==> src/rtl/mvm_arb_pkg.sv <==
// rtl/mvm_arb_pkg.sv - shared constants and state type for mvm_job_arbiter
package mvm_arb_pkg;

  localparam int WIDTH_DEF  = 12;
  localparam int X_SIZE_DEF = 8;
  localparam int W_SIZE_DEF = 64;

  localparam int JOB_WORDS_MAT = W_SIZE_DEF + X_SIZE_DEF;
  localparam int JOB_WORDS_VEC = X_SIZE_DEF;
  localparam int NUM_RESULTS   = X_SIZE_DEF;

  localparam logic [1:0] MAT_NONE = 2'd0;
  localparam logic [1:0] MAT_C0   = 2'd1;
  localparam logic [1:0] MAT_C1   = 2'd2;

  typedef enum logic [1:0] {
    IDLE  = 2'd0,
    LOAD  = 2'd1,
    DRAIN = 2'd2
  } arb_state_e;

endpackage

==> src/rtl/rr_arb2.sv <==
// rtl/rr_arb2.sv - two-way round-robin pick, favouring the client not served last
module rr_arb2 (
  input  logic [1:0] req,
  input  logic       last_grant,
  output logic       gnt_idx,
  output logic       any_req
);

  assign any_req = |req;
  assign gnt_idx = (&req) ? ~last_grant : req[1];

endmodule

==> src/rtl/mvm_job_arbiter.sv <==
// rtl/mvm_job_arbiter.sv - shares one matrix-vector engine between two job clients
// Grant is latched in IDLE; LOAD/DRAIN are pure combinational passthroughs.
module mvm_job_arbiter
  import mvm_arb_pkg::*;
#(
  parameter int WIDTH  = WIDTH_DEF,
  parameter int X_SIZE = X_SIZE_DEF,
  parameter int W_SIZE = W_SIZE_DEF
) (
  input  logic               clk,
  input  logic               reset,
  input  logic [1:0]         in_valid,
  output logic [1:0]         in_ready,
  input  logic [2*WIDTH-1:0] in_data,
  input  logic [1:0]         in_new_matrix,
  output logic [1:0]         out_valid,
  input  logic [1:0]         out_ready,
  output logic [2*WIDTH-1:0] out_data,
  output logic               eng_rst,
  output logic               eng_input_valid,
  input  logic               eng_input_ready,
  output logic [WIDTH-1:0]   eng_input_data,
  output logic               eng_new_matrix,
  input  logic               eng_output_valid,
  output logic               eng_output_ready,
  input  logic [2*WIDTH-1:0] eng_output_data,
  output logic               grant,
  output logic               busy,
  output logic [1:0]         mat_owner
);

  localparam logic [6:0] LEN_MAT  = 7'(W_SIZE + X_SIZE);
  localparam logic [6:0] LEN_VEC  = 7'(X_SIZE);
  localparam logic [6:0] LAST_RES = 7'(X_SIZE - 1);

  arb_state_e state_q, state_d;
  logic       grant_q, grant_d;
  logic       last_grant_q, last_grant_d;
  logic [1:0] mat_owner_q, mat_owner_d;
  logic [6:0] cnt_q, cnt_d;
  logic [6:0] len_q, len_d;
  logic [6:0] len_cur;
  logic       gnt_idx, any_req;
  logic       in_acc, out_acc;

  rr_arb2 u_rr_arb2 (
    .req        (in_valid),
    .last_grant (last_grant_q),
    .gnt_idx    (gnt_idx),
    .any_req    (any_req)
  );

  always_comb begin
    in_ready         = 2'b00;
    out_valid        = 2'b00;
    eng_input_valid  = 1'b0;
    eng_new_matrix   = 1'b0;
    eng_output_ready = 1'b0;
    eng_input_data   = grant_q ? in_data[2*WIDTH-1:WIDTH] : in_data[WIDTH-1:0];
    if (state_q == LOAD) begin
      eng_input_valid   = in_valid[grant_q];
      eng_new_matrix    = in_new_matrix[grant_q];
      in_ready[grant_q] = eng_input_ready;
    end
    if (state_q == DRAIN) begin
      out_valid[grant_q] = eng_output_valid;
      eng_output_ready   = out_ready[grant_q];
    end
  end

  assign in_acc    = eng_input_valid & eng_input_ready;
  assign out_acc   = eng_output_valid & eng_output_ready;
  assign out_data  = eng_output_data;
  assign eng_rst   = ~reset;
  assign grant     = grant_q;
  assign busy      = (state_q != IDLE);
  assign mat_owner = mat_owner_q;

  // The job length is decided by the flag on the first word, so use it live then.
  assign len_cur = (cnt_q == 7'd0) ? (in_new_matrix[grant_q] ? LEN_MAT : LEN_VEC) : len_q;

  always_comb begin
    state_d      = state_q;
    grant_d      = grant_q;
    last_grant_d = last_grant_q;
    mat_owner_d  = mat_owner_q;
    cnt_d        = cnt_q;
    len_d        = len_q;
    case (state_q)
      IDLE: begin
        if (any_req) begin
          grant_d = gnt_idx;
          cnt_d   = 7'd0;
          state_d = LOAD;
        end
      end
      LOAD: begin
        if (in_acc) begin
          len_d = len_cur;
          if (cnt_q == 7'd0 && in_new_matrix[grant_q]) begin
            mat_owner_d = grant_q ? MAT_C1 : MAT_C0;
          end
          if (cnt_q == len_cur - 7'd1) begin
            cnt_d   = 7'd0;
            state_d = DRAIN;
          end else begin
            cnt_d = cnt_q + 7'd1;
          end
        end
      end
      DRAIN: begin
        if (out_acc) begin
          if (cnt_q == LAST_RES) begin
            cnt_d        = 7'd0;
            last_grant_d = grant_q;
            state_d      = IDLE;
          end else begin
            cnt_d = cnt_q + 7'd1;
          end
        end
      end
      default: state_d = IDLE;
    endcase
  end

  always_ff @(posedge clk or negedge reset) begin
    if (!reset) begin
      state_q      <= IDLE;
      grant_q      <= 1'b0;
      last_grant_q <= 1'b1;
      mat_owner_q  <= MAT_NONE;
      cnt_q        <= 7'd0;
      len_q        <= 7'd0;
    end else begin
      state_q      <= state_d;
      grant_q      <= grant_d;
      last_grant_q <= last_grant_d;
      mat_owner_q  <= mat_owner_d;
      cnt_q        <= cnt_d;
      len_q        <= len_d;
    end
  end

endmodule

==> config.mk <==
export PLATFORM = sky130hd
export DESIGN_NAME = mvm_job_arbiter
export DESIGN_NICKNAME = d
export VERILOG_FILES = /design/src/rtl/mvm_arb_pkg.sv /design/src/rtl/rr_arb2.sv /design/src/rtl/mvm_job_arbiter.sv
export SDC_FILE = /design/constraint.sdc
export NUM_CORES = 1
export LEC_CHECK = 0
export ABC_AREA = 1
export BUFFER_PORTS_ARGS = -buffer_cell sky130_fd_sc_hd__buf_4
export CAP_MARGIN = 20
export CORE_ASPECT_RATIO = 0.9
export CORE_MARGIN = 2
export CORE_UTILIZATION = 48
export DETAILED_ROUTE_END_ITERATION = 10
export PLACE_DENSITY_LB_ADDON = 0.08
export SLEW_MARGIN = 20
export SYNTH_ARGS = -nofsm -noshare
export SYNTH_HDL_FRONTEND = slang
export SYNTH_HIERARCHICAL = 1
export SYNTH_SLANG_ARGS = --single-unit
==> constraint.sdc <==
create_clock -name clk -period 4.5 [get_ports clk]
set_input_delay 0.675 -clock clk [delete_from_list [all_inputs] [get_ports clk]]
set_output_delay 0.675 -clock clk [all_outputs]
set_load 0.01 [all_outputs]
==> results.py, run 1 <==
metrics = {
    "clock_network": {
        "cts_hold_buf": 0,
        "cts.clk_slew.worst_paths_ps": 70,
        "htreeDepth": 1,
        "clockRootBuffer": "clkbuf_8",
        "cts_tree": "yes",
        "cts.repair.resized": 0,
        "postCtsSetupBuffers": 0,
        "cts_buffers": 3,
        "clk_latency_ps": 270,
        "cts_buffer_depth": 2,
        "clock_sinks": 20,
    },
    "floorplanning": {
        "ios": 106,
        "start_util_pct": 50.1,
        "coreArea_mm2": 0.00370,
        "die_area_mm2": 0.00438,
        "rows": 21,
        "die_h_um": 63.0,
        "die_width_um": 69.5,
    },
    "timing": {
        "fin_crit_sh_pct": 57.9,
        "skew_ps": 4.75,
        "drv_slew": 0,
        "fin_crit_ps": 2610,
        "worst_pin_slew_ps": 651,
        "fmax_ghz": 0.384,
        "tns_ps": 0,
        "setup_violations": 0,
        "maxSlewHeadroom_pct": 56.6,
        "hold_violations": 0,
        "rsz0062_at_grt": "false",
    },
    "pwr": {
        "power.density_mw_per_mm2": 528,
        "pwr-share-comb_pct": 57.5,
        "swShare_pct": 47.0,
        "peakVddDrop_v": 0.000239,
        "p_seq_share_pct": 26.8,
        "p_total_mw": 1.16,
        "power.switching_mw": 0.546,
        "clkPwrFrac_pct": 15.7,
        "p_int_mw": 0.616,
        "p_leak_nw": 1.25,
    },
    "detailed_routing": {
        "drtIter0Drc": 102,
        "maxUsedRoutingLayer": "met4",
        "drc_errors": 0,
        "drt_pass1_iterations": 4,
        "num_vias": 1690,
        "antenna_left": 0,
        "avgViaCountPerCell": 4.75,
        "wl_met3_um": 197,
        "wl_met2_um": 2020,
        "wl_um": 4250,
        "wl_met1_um": 2010,
        "wl_per_cell_um": 11.9,
    },
    "global_routing": {
        "overflow": 0,
        "grt_max_degree": 22,
        "grt_pass1_vias": 1571,
        "antenna_found_initial": 0,
        "grt_pass1_wl_um": 7080,
        "grtUsageTotal_pct": 19.9,
    },
    "cells_and_area": {
        "drive_gt1_share_pct": 28.1,
        "antennaDiodeCount": 0,
        "final_net_count": 377,
        "syn_to_final_growth_pct": 18.5,
    },
    "critical_path": {
        "setup.worst_path.end_class": "flip-flop",
        "r2r_start": "cnt_q[0]",
        "slowest_stage": "dfrtp_1",
        "r2r_cells": 17,
        "cp-start-kind": "flip-flop",
        "r2r-end": "cnt_q[0]",
        "path_class": "reg2reg",
        "critPathRequiredTime_ps": 4660,
        "cp-startpoint": "cnt_q[0]",
        "reg2reg_slack_ps": 1890,
        "worstPathCellList": "inv_1 -> ha_1 -> inv_1 -> nor2_4 -> nand2_4 -> nand2_1 -> ha_1 -> xor2_1 -> nand3_2 -> nand2_1 -> nand3_1 -> nor2_1 -> nand2_1 -> o21ai_4 -> nand2_2 -> nand3_1 -> nand2_1",
        "arrival_ps": 2770,
        "cp-endpoint": "cnt_q[0]",
        "cpPeakStageDelay_ps": 410,
        "crit_fanout": 15,
        "cpMostUsedCell": "nand2_1",
    },
    "synthesis": {
        "synth_nets": 343,
        "avgSynthCellArea_um2": 6.70,
        "ys_async_sr_fraction_pct": 100,
        "syn_inst": 277,
        "yosysTopAreaCell": "dfrtp_1",
        "synth_ff_type": "dfrtp_1",
        "synth_area_leaders": "dfrtp_1, nand2_1, buf_4, inv_1, ha_1",
        "synth_most_common_cell": "nand2_1",
        "synth_commonest_cells": "nand2_1, inv_1, buf_4",
        "synth.yosys.warnings": 6,
        "syn_area_mm2": 0.00186,
        "synth_edf_count": 0,
        "synth_top_area_share_pct": 25.6,
        "ys_seq_area_share_pct": 27.0,
        "synth_cell_types": 33,
        "ys_ff_latch": 20,
    },
    "run_status": {
        "status": "finished, final reports clean",
    },
    "run": {
        "cap_violations": 0,
    },
    "placed_design": {
        "io_buffers": 57,
        "place_congestion": 0.834,
        "dp_hpwl_um": 3420,
    },
    "min_path": {
        "hp-class": "in2async",
    },
}
[worst min-delay path by stage]
stage / start / endpoint / slack, ps / depth (start not counted)
finish: reset / len_q[1] / 280 / 1
global route: reset / len_q[3] / 290 / 1
CTS: reset / len_q[1] / 280 / 1
detailed placement: mat_owner[0] / mat_owner[0] / 470 / 2
global placement: mat_owner[0] / mat_owner[0] / 470 / 2
floorplan: reset / cnt_q[0] / 380 / 0
[flip-flops by register name, summed over array words and instances (netlist names)]
name,cells
cnt_q,7
len_q,7
mat_owner,2
state_q,2
grant,1
last_grant_q,1
[layout make-up]
cell class | count | area, µm²
Fill cell | 367 | 1510
Multi-Input combinational cell | 191 | 998
Sequential cell | 20 | 502
Timing Repair Buffer | 57 | 428
Inverter | 38 | 143
Tap cell | 46 | 57.6
Clock buffer | 3 | 41.3
Clock inverter | 1 | 30.0
[metal layers]
metal | vias up | GRT usage (%)
met5 | - | 0
met4 | 0 | 4.17
met3 | 7 | 3.55
met2 | 34 | 34.3
met1 | 749 | 26.0
li1 | 900 | -
[logic make-up after synthesis]
group	synth area share (%)
buffers and inverters	19.1
XOR/XNOR	2.83
AO/OA/AOI/OAI	4.18
AND/OR/NAND/NOR	41.4
adder cells (fa/ha/maj)	5.39
flip-flops	27.0
[cell usage in the layout, fill, tap and decap left out, types with 5 or more instances in the layout]
cell type,n
dfrtp_1,19
inv_1,33
ha_1,8
xor2_1,6
nor3_1,11
nand2_1,97
nand3_1,17
nand3_2,6
inv_2,5
nor2_1,19
buf_4,57
[power by group through the flow]
stage | Combinational (mW) | Clock, mW | Sequential (mW)
2_1_floorplan | 0.495 | 0 | 0.284
3_3_place_gp | 0.667 | 0 | 0.312
3_5_place_dp | 0.671 | 0 | 0.314
4_1_cts | 0.673 | 0.189 | 0.310
5_1_grt | 0.752 | 0.194 | 0.323
6_report | 0.668 | 0.183 | 0.312
[per-stage QoR]
stage / utilization [%] / cell area, µm² / setup WS, ps / instances / hold slack (ps)
floorplan: - / 1860 / 2160 / 277 / 379
global placement: 57.4 / 2130 / 1960 / 352 / 469
detailed placement: 57.4 / 2130 / 1900 / 352 / 475
CTS: 59.4 / 2200 / 1880 / 356 / 280
global route: 59.4 / 2200 / 1630 / 356 / 294
finish: 59.4 / 2200 / 1890 / 356 / 283
[worst max-delay path, delay by kind of cell, from the launching register on]
kind	cells	cell delay [ps]
adder cells (fa/ha/maj)	2	480
AND/OR/NAND/NOR	11	1010
flip-flops	1	410
AO/OA/AOI/OAI	1	180
buffers and inverters	2	180
XOR/XNOR	1	230
(Power assumes the default switching activity.)
==> inputs of run 2 (changes only) <==
--- a/config.mk
+++ b/config.mk
@@ -10,7 +10,7 @@
 export CAP_MARGIN = 20
 export CORE_ASPECT_RATIO = 0.9
 export CORE_MARGIN = 2
-export CORE_UTILIZATION = 48
+export CORE_UTILIZATION = 40
 export DETAILED_ROUTE_END_ITERATION = 10
 export PLACE_DENSITY_LB_ADDON = 0.08
 export SLEW_MARGIN = 20
==> constraint.sdc (replaced) <==
create_clock -name clk -period 2.3 [get_ports clk]
set_input_delay 0.345 -clock clk [delete_from_list [all_inputs] [get_ports clk]]
set_output_delay 0.345 -clock clk [all_outputs]
set_load 0.01 [all_outputs]
==> results.py, run 2 (same netlist as run 1, synthesis figures left out) <==
metrics = {
    "timing": {
        "fin_crit_ps": 2200,
        "hold_violations": 0,
        "setup_violations": 0,
        "skew_ps": 5.92,
        "fin_ws_ps": 95.4,
        "tns_ps": 0,
        "drv_slew": 0,
        "rsz0062_at_grt": "true",
        "maxSlewHeadroom_pct": 69.7,
        "fin_crit_sh_pct": 95.9,
        "worst_pin_slew_ps": 451,
        "holdWs_ps": 374,
        "fmax_ghz": 0.454,
    },
    "detailed_routing": {
        "drt_pass1_iterations": 5,
        "avgViaCountPerCell": 4.48,
        "wl_per_cell_um": 11.6,
        "wl_um": 4560,
        "antenna_left": 0,
        "drc_errors": 0,
        "num_vias": 1761,
        "drtIter0Drc": 73,
    },
    "global_routing": {
        "antenna_found_initial": 0,
        "grtUsageTotal_pct": 17.4,
        "grt_pass1_vias": 1499,
        "grt_max_degree": 22,
        "overflow": 0,
        "grt_pass1_wl_um": 7020,
    },
    "critical_path": {
        "r2r_start": "cnt_q[0]",
        "setup.worst_path.end_class": "flip-flop",
        "cp-start-kind": "flip-flop",
        "reg2reg_slack_ps": 100,
        "arrival_ps": 2360,
        "r2r_cells": 17,
        "r2r-end": "cnt_q[6]",
        "path_class": "reg2reg",
        "cp-startpoint": "cnt_q[0]",
        "critPathRequiredTime_ps": 2460,
        "crit_fanout": 6,
    },
    "clock_network": {
        "clockRootBuffer": "clkbuf_8",
        "cts_tree": "yes",
        "cts_buffers": 3,
        "cts_buffer_depth": 2,
        "cts.clk_slew.worst_paths_ps": 80,
        "clock_sinks": 20,
        "htreeDepth": 1,
        "clk_latency_ps": 260,
    },
    "cells_and_area": {
        "biggestRegsByFlops": "cnt_q x7, len_q x7",
        "syn_to_final_growth_pct": 31.6,
        "final_common_cell": "nand2_1",
        "finalInstanceArea_mm2": 0.00244,
        "antennaDiodeCount": 0,
        "drive_gt1_share_pct": 37.2,
        "most-common-layout-cells": "nand2_1, buf_4, inv_1",
        "final_net_count": 398,
    },
    "floorplanning": {
        "die_area_mm2": 0.00520,
        "coreArea_mm2": 0.00446,
        "rows": 23,
        "die_h_um": 68.6,
        "die_width_um": 75.8,
        "start_util_pct": 41.6,
        "ios": 106,
    },
    "run_status": {
        "status": "finished, final reports clean",
    },
    "pwr": {
        "p_leak_nw": 1.37,
        "peakVddDrop_v": 0.000468,
        "power.density_mw_per_mm2": 981,
        "p_total_mw": 2.40,
    },
    "placed_design": {
        "io_buffers": 57,
        "place_congestion": 0.812,
        "place_area_mm2": 0.00230,
        "dp_hpwl_um": 3580,
        "pre_cts_slack_ps": 4.72,
    },
    "min_path": {
        "hold_depth": 3,
        "hp-class": "in2reg",
        "min-delay-start": "in_new_matrix[0]",
        "min_to": "mat_owner[0]",
    },
    "run": {
        "cap_violations": 0,
    },
}
-- run 2: cell count changes in the layout (fill, tap and decap cells not counted), sizes merged --
cell,before,now
clkbuf,3,4
buf,57,77
bufinv,1,0
dlygate4sd3,0,1
-- run 2: final cells by class --
cell class                      count  area, µm²
Inverter                           38        143
Multi-Input combinational cell    191       1080
Fill cell                         436       2020
Clock buffer                        4       55.1
Sequential cell                    20        502
Timing Repair Buffer               78        588
Tap cell                           62       77.6
-- run 2: through the flow --
step | instances | util [%]
6_report | 393 | 54.8
5_1_grt | 393 | 54.8
4_1_cts | 390 | 53.2
3_5_place_dp | 385 | 51.5
3_3_place_gp | 385 | 51.5
2_1_floorplan | 277 | -
-- run 2: report_power, final --
part | internal (mW) | total (mW) | switching (mW)
registers | 0.455 | 0.573 | 0.118
clock network | 0.152 | 0.270 | 0.118
logic | 0.662 | 1.55 | 0.892
-- run 2: worst max-delay path by stage --
| stage | cells after the start | slack (ps) | endpoint |
|---|---|---|---|
| 2_1_floorplan | 19 | 20 | cnt_q[3] |
| 3_3_place_gp | 18 | 70 | cnt_q[6] |
| 3_5_place_dp | 18 | 5 | cnt_q[1] |
| 4_1_cts | 18 | 7 | cnt_q[2] |
| 5_1_grt | 17 | -100 | state_q[1] |
| 6_report | 17 | 100 | cnt_q[6] |
-- run 2: layer usage --
layer | part of all wire, % | up-vias | routed length, µm | global-route usage [%]
li1 | - | 945 | - | -
met1 | 50 | 781 | 2270 | 26.3
met2 | 46 | 31 | 2100 | 25.6
met3 | 3.8 | 4 | 172 | 3.78
met4 | 0.35 | 0 | 16 | 2.63
met5 | 0 | - | 0 | 0
-- run 2: worst max-delay path, stage by stage, from the launching register on --
cell	delay [ps]
dfrtp_1	390
inv_2	80
ha_4	140
inv_2	40
nor2_4	90
nand2_4	70
nand2_4	70
ha_4	160
xor2_2	180
nand3_2	90
nand2_1	70
nand3_1	60
nor2_1	90
nand2_1	80
o21ai_4	230
nand2_4	110
nand3_1	90
nand2_1	50
-- run 2: what timing repair did --
action	4_1_cts	5_1_grt
endpoints found under the setup margin	6	9
hold endpoints to repair	19	0
gates cloned	0	0
setup buffers	0	3
pin swaps	3	12
hold buffers	1	0
gates resized for setup	4	13
